`src/rtl/uart_pkg.sv`:
```
// rtl/uart_pkg.sv - shared types, LFSR taps and sequence arithmetic for the UART test-pattern source.
package uart_pkg;

    typedef enum logic [2:0] {
        ST_IDLE,
        ST_SEND,
        ST_WAIT_DONE,
        ST_WAIT_ECHO,
        ST_GAP,
        ST_FINISH
    } state_e;

    typedef enum logic [1:0] {
        MODE_INC  = 2'd0,
        MODE_DEC  = 2'd1,
        MODE_WALK = 2'd2,
        MODE_LFSR = 2'd3
    } mode_e;

    localparam logic [7:0]  LFSR_TAPS_8  = 8'hB8;
    localparam logic [15:0] LFSR_TAPS_16 = 16'hB400;

    // Walking-one and LFSR lock up on an all-zero word, so a zero seed becomes 1.
    function automatic logic [15:0] first_word(input mode_e m, input logic [15:0] s);
        if ((m == MODE_WALK || m == MODE_LFSR) && s == 16'h0000)
            return 16'h0001;
        return s;
    endfunction

    function automatic logic [15:0] next_word(input mode_e m, input logic [15:0] w, input logic wide);
        logic [15:0] r;
        case (m)
            MODE_INC:  r = w + 16'd1;
            MODE_DEC:  r = w - 16'd1;
            MODE_WALK: r = wide ? {w[14:0], w[15]} : {8'h00, w[6:0], w[7]};
            default:   r = wide ? ({1'b0, w[15:1]} ^ (w[0] ? LFSR_TAPS_16 : 16'h0000))
                                : {8'h00, {1'b0, w[7:1]} ^ (w[0] ? LFSR_TAPS_8 : 8'h00)};
        endcase
        return wide ? r : {8'h00, r[7:0]};
    endfunction

endpackage

```
`src/rtl/uart_gap_timer.sv`:
```
// rtl/uart_gap_timer.sv - loadable down-counter shared by the inter-word gap and the echo timeout.
module uart_gap_timer #(
    parameter int W = 8
) (
    input  logic         clk,
    input  logic         rst,
    input  logic         load,
    input  logic [W-1:0] load_val,
    input  logic         en,
    output logic         zero
);

    logic [W-1:0] cnt;

    always_ff @(posedge clk) begin
        if (rst)
            cnt <= '0;
        else if (load)
            cnt <= load_val;
        else if (en && cnt != '0)
            cnt <= cnt - W'(1);
    end

    assign zero = (cnt == '0);

endmodule

```
`src/rtl/uart_tx_pattern_gen.sv`:
```
// rtl/uart_tx_pattern_gen.sv - burst test-pattern source for the UART TX core.
// Define RX_ECHO_CHECK_EN to compare the RX loop-back echo and count mismatches/timeouts.
module uart_tx_pattern_gen
    import uart_pkg::*;
#(
    parameter int DATA_W       = 8,
    parameter int BURST_LEN    = 16,
    parameter int GAP_CYCLES   = 0,
    parameter int ECHO_TIMEOUT = 100000
) (
    input  logic              clk,
    input  logic              rst,
    input  logic              start,
    input  logic              stop,
    input  logic [1:0]        mode,
    input  logic [DATA_W-1:0] seed,
    output logic              tx_dv,
    output logic [DATA_W-1:0] tx_data,
    input  logic              tx_done,
    input  logic              rx_valid,
    input  logic [DATA_W-1:0] rx_data,
    output logic              busy,
    output logic              burst_done,
    output logic [15:0]       word_cnt,
    output logic [15:0]       err_cnt
);

    localparam logic WIDE    = (DATA_W == 16);
    localparam int   TMR_MAX = (ECHO_TIMEOUT > GAP_CYCLES) ? ECHO_TIMEOUT : GAP_CYCLES;
    localparam int   TW      = (TMR_MAX > 2) ? $clog2(TMR_MAX) : 1;
    // Timer reaches zero after load_val further clocks, so load one less than the dwell.
    localparam logic [TW-1:0] GAP_LOAD = TW'((GAP_CYCLES > 0) ? GAP_CYCLES - 1 : 0);

    state_e            state;
    mode_e             mode_q;
    logic              stop_q;
    logic              tmr_load;
    logic              tmr_en;
    logic              tmr_zero;
    logic [TW-1:0]     tmr_val;
    logic [DATA_W-1:0] nxt_word;
    logic              last_word;

    assign nxt_word  = DATA_W'(next_word(mode_q, 16'(tx_data), WIDE));
    assign last_word = (BURST_LEN != 0) && (word_cnt == 16'(BURST_LEN));
    assign tmr_en    = (state == ST_GAP) || (state == ST_WAIT_ECHO);

`ifdef RX_ECHO_CHECK_EN
    localparam logic [TW-1:0] ECHO_LOAD = TW'((ECHO_TIMEOUT > 0) ? ECHO_TIMEOUT - 1 : 0);
    logic [15:0] err_q;
    assign err_cnt = err_q;
`else
    logic unused_rx;
    assign unused_rx = ^{rx_valid, rx_data};
    assign err_cnt   = 16'h0000;
`endif

    always_comb begin
        tmr_load = 1'b0;
        tmr_val  = GAP_LOAD;
        if (state == ST_WAIT_DONE && tx_done) begin
            tmr_load = 1'b1;
`ifdef RX_ECHO_CHECK_EN
            tmr_val  = ECHO_LOAD;
`endif
        end
`ifdef RX_ECHO_CHECK_EN
        if (state == ST_WAIT_ECHO && (rx_valid || tmr_zero))
            tmr_load = 1'b1;
`endif
    end

    uart_gap_timer #(.W(TW)) u_timer (
        .clk      (clk),
        .rst      (rst),
        .load     (tmr_load),
        .load_val (tmr_val),
        .en       (tmr_en),
        .zero     (tmr_zero)
    );

    always_ff @(posedge clk) begin
        if (rst) begin
            state      <= ST_IDLE;
            mode_q     <= MODE_INC;
            stop_q     <= 1'b0;
            tx_dv      <= 1'b0;
            tx_data    <= '0;
            busy       <= 1'b0;
            burst_done <= 1'b0;
            word_cnt   <= 16'h0000;
`ifdef RX_ECHO_CHECK_EN
            err_q      <= 16'h0000;
`endif
        end else begin
            tx_dv      <= 1'b0;
            burst_done <= 1'b0;
            // stop is a level but may drop before the word finishes; remember it.
            if (state != ST_IDLE && stop)
                stop_q <= 1'b1;
            case (state)
                ST_IDLE: if (start) begin
                    mode_q   <= mode_e'(mode);
                    tx_data  <= DATA_W'(first_word(mode_e'(mode), 16'(seed)));
                    word_cnt <= 16'h0000;
`ifdef RX_ECHO_CHECK_EN
                    err_q    <= 16'h0000;
`endif
                    stop_q   <= 1'b0;
                    busy     <= 1'b1;
                    state    <= ST_SEND;
                end
                ST_SEND: begin
                    tx_dv <= 1'b1;
                    state <= ST_WAIT_DONE;
                end
                ST_WAIT_DONE: if (tx_done) begin
                    word_cnt <= word_cnt + 16'd1;
`ifdef RX_ECHO_CHECK_EN
                    state    <= ST_WAIT_ECHO;
`else
                    state    <= ST_GAP;
`endif
                end
`ifdef RX_ECHO_CHECK_EN
                ST_WAIT_ECHO: if (rx_valid || tmr_zero) begin
                    // An echo landing on the timeout cycle still counts as an echo.
                    if ((!rx_valid || rx_data != tx_data) && err_q != 16'hFFFF)
                        err_q <= err_q + 16'd1;
                    state <= ST_GAP;
                end
`endif
                ST_GAP: if (tmr_zero) begin
                    tx_data <= nxt_word;
                    if (last_word || stop || stop_q) begin
                        burst_done <= 1'b1;
                        state      <= ST_FINISH;
                    end else begin
                        state <= ST_SEND;
                    end
                end
                ST_FINISH: begin
                    busy  <= 1'b0;
                    state <= ST_IDLE;
                end
                default: begin
                    busy  <= 1'b0;
                    state <= ST_IDLE;
                end
            endcase
        end
    end

endmodule

```
`config.mk`:
```
export PLATFORM = sky130hd
export DESIGN_NAME = uart_tx_pattern_gen
export DESIGN_NICKNAME = d
export VERILOG_FILES = /design/src/rtl/uart_pkg.sv /design/src/rtl/uart_gap_timer.sv /design/src/rtl/uart_tx_pattern_gen.sv
export SDC_FILE = /design/constraint.sdc
export NUM_CORES = 1
export LEC_CHECK = 0
export CORE_UTILIZATION = 40
export CTS_BUF_LIST = sky130_fd_sc_hd__clkbuf_4
export CTS_CLUSTER_SIZE = 12
export DETAILED_ROUTE_END_ITERATION = 10
export HOLD_SLACK_MARGIN = 0.08
export PLACE_DENSITY = 0.7
export SLEW_MARGIN = 20
export SYNTH_ARGS = -nofsm -noshare
export SYNTH_HDL_FRONTEND = slang
export SYNTH_SLANG_ARGS = --single-unit
export TNS_END_PERCENT = 1
```
`constraint.sdc`:
```
create_clock -name clk -period 2.4 [get_ports clk]
set_input_delay 0.36 -clock clk [delete_from_list [all_inputs] [get_ports clk]]
set_output_delay 0.36 -clock clk [all_outputs]
set_load 0.01 [all_outputs]
```
==> summary.md <==
| Metric | Value |
|---|---|
| Global-route wire length before repair | `10600 microns` |
| Clk buf depth | `2` |
| Clock transition at path regs | `160 ps` |
| Critical-path top delay cell | `dfxtp_1` |
| Layout cells sized above 1 | `0.0880` |
| DPL Wire Length | `4840 microns` |
| Post-layout min period | `2200 ps` |
| CTS buffer count | `5` |
| DRT antenna net count | `0` |
| Cell variety after synth | `56` |
| Initial core utilization | `0.416` |
| Setup TNS Final | `0 ps` |
| Hold path depth | `2` |
| # port buffers | `41` |
| Synth top area cells | `dfxtp_1 33%, xor2_1 7.5%, nor2_1 6.4%, buf_4 5.4%, a21oi_1 3.8%` |
| Slew headroom | `0.592` |
| Worst Tran Pin Value | `610 ps` |
| Die Y | `89.3 microns` |
| Pin count of the biggest net entering global routing | `18` |
| Rows | `31` |
| GRT Overall Usage | `0.171` |
| DP Worst Slack | `264 ps` |
| DRC Markers | `0` |
| DP Cell Count | `500` |
| Detailed-route wire length | `6610 microns` |
| Predominant post-synthesis flop cell | `dfxtp_1` |
| Outcome | `finished clean` |
| Worst-skew pair later-pin latency | `380 ps` |
| Non-Filler Instances | `508` |
| Wire per inst | `13.0 microns` |
| Avg Vias per Cell | `5.19` |
| RSZ-0062 raised after global routing | `false` |
| H-tree Lvls | `2` |
| Clock root cell | `clkbuf_4` |
| Synth Area per Inst | `8.16 sq um` |
| Vias in the first global route | `2290` |
| Core Region | `7330 sq um` |
| FMAX | `455 MHz` |
| Post-Syn Instances | `374` |
| Die area | `7980 sq um` |
| Endpoints failing hold | `0` |
| WP data required | `2700 ps` |
| Most common cell in the netlist | `nor2_1` |
| Post-CTS sizing | `0` |
| Worst Reg-to-Reg Cells | `10` |
| TritonRoute pass-1 iters | `4` |
| Number of post-CTS setup repair buffers | `0` |
| Final-report max-slew violation count | `0` |
| Top cells by count, synth | `52 x nor2_1, 50 x dfxtp_1, 30 x nand2_1, 26 x xor2_1, 23 x a21oi_1` |
| Setup crit end kind | `flip-flop` |
| Max VDD drop | `0.187 mV` |
| Cell Pwr Density | `485 nW/um^2` |
| TritonCTS Sinks | `50` |
| Fin Hold WS | `514 ps` |
| Post-synth ARST share | `0` |
| Worst Min Path Start | `stop_q` |
| # IOs | `67` |
| Gp weighted congestion | `0.800` |
| Tcrit/Tclk final | `0.915` |
| Startpoint types | `flip-flop` |
| Post-synth EDFFs | `0` |
| Worst Hold Class | `reg -> reg` |
| YS warnings | `0` |
| 1st-iter DRT viols | `104` |
| Mapped Area | `3050 sq um` |
| Hold Buf Count CTS | `0` |
| CP max FO | `11` |
| Hold Path End | `stop_q` |
| Initial antenna violation count | `0` |
| Reg-to-reg endpoint | `tx_data[2]` |
| MaxCap Viol Count | `0` |
| Die Wd | `89.3 microns` |
| Leak | `1.31 nW` |
| Delay of the slowest critical-path stage | `350 ps` |
| Post-synth top area cell | `dfxtp_1` |
| Reg2Reg Setup Slack | `200 ps` |
| DR vias | `2634` |
| CP most frequent cell | `o211ai_1` |
| CP Class | `reg -> reg` |
| Final setup violation count | `0` |
| GRT overflow | `0` |
| #FFs+latches synth | `50` |
| Clock skew | `24.5 ps` |
| N_diodes | `0` |
| Worst setup margin | `204 ps` |
| Worst EP arrival | `2500 ps` |
| Share of the synthesized area in the top cell type | `0.328` |
| Crit Reg-Reg Startpoint | `mode_q[0]` |
| TritonCTS clock tree | `done` |
| Fin nets | `440` |
| Syn-to-layout area delta | `16.4%` |
| Finished Core Util | `0.484` |
| Seq/Total Area, Yosys | `0.328` |
| Crit-path cells | `nor2b_1 -> buf_4 -> xor2_1 -> ha_1 -> or2_2 -> mux2i_1 -> xnor2_1 -> o211ai_1 -> o211ai_1 -> a21oi_1` |
==> layer usage <==
metal / vias up / GRT usage / share of wire
met1: 1237 / 0.218 / 0.47
met2: 53 / 0.293 / 0.48
li1: 1334 / - / -
met3: 10 / 0.0323 / 0.034
met4: 0 / 0.0548 / 0.014
met5: - / 0 / 0
==> stage by stage <==
stage	cell area, sq um	power, mW
final	3550	1.72
after CTS	3550	1.74
after global placement	3470	1.23
after detailed placement	3470	1.24
after global routing	3550	1.82
after floorplan	3110	1.15
==> report_power, final <==
| group | switching (mW) | internal (mW) |
|---|---|---|
| Sequential | 0.0350 | 0.854 |
| Clock | 0.270 | 0.231 |
| Combinational | 0.179 | 0.152 |
==> worst max path at each step <==
stage | start | to | slack [ps] | cells after the start
2_1_floorplan | mode_q[1] | tx_data[7] | 150 | 10
3_3_place_gp | mode_q[0] | tx_data[4] | 310 | 10
3_5_place_dp | mode_q[0] | tx_data[6] | 260 | 9
4_1_cts | mode_q[0] | tx_data[6] | 210 | 9
5_1_grt | mode_q[0] | tx_data[6] | 60 | 9
6_report | mode_q[0] | tx_data[2] | 200 | 10
==> cells by family (layout without fill, tap and decap cells) <==
kind of cell,Yosys count,in the layout,share of synthesized area
and+or+nand+nor,156,156,0.272
AOI/OAI and AO/OA,63,63,0.130
DFF,50,50,0.328
buffers and inverters,49,69,0.0964
xor gates and xnor gates,37,37,0.106
muxes,10,10,0.0336
adders and majority gates,8,8,0.0328
other,1,16,0.00123
==> placed cells by master, fill, tap and decap left out, types with 10 or more instances in the layout <==
master and count:
clkdlybuf4s50_1 41, o21ai_0 12, nor2_1 52, buf_4 12
dfxtp_1 50, nand3_1 10, nand2_1 30, xor2_1 26
conb_1 16, nand4_1 10, a21oi_1 23, xnor2_1 11
nor3_1 10
==> layout make-up <==
| cell class | instances | area [sq um] |
|---|---|---|
| clock buffers | 6 | 45.0 |
| clock inverters | 2 | 37.5 |
| fillers | 711 | 3780 |
| inverters | 8 | 30.0 |
| multi-input cells | 290 | 1810 |
| flip-flops and latches | 50 | 1000 |
| well taps | 99 | 124 |
| repair buffers | 53 | 500 |
==> sequential cells by signal, indices dropped and copies added (netlist names) <==
name and flops:
u_timer.cnt 17, busy 1, state 3, mode_q 2, burst_done 1, stop_q 1
tx_dv 1, tx_data 8, word_cnt 16
==> worst max-delay path: cells and delay by family, from the launching register on <==
kind	cells	cell delay, ps
AOI/OAI and AO/OA	3	440
and+or+nand+nor	2	490
muxes	1	200
buffers and inverters	1	210
adders and majority gates	1	250
DFF	1	350
xor gates and xnor gates	2	180
No activity file was read; power rests on OpenSTA's default activity.
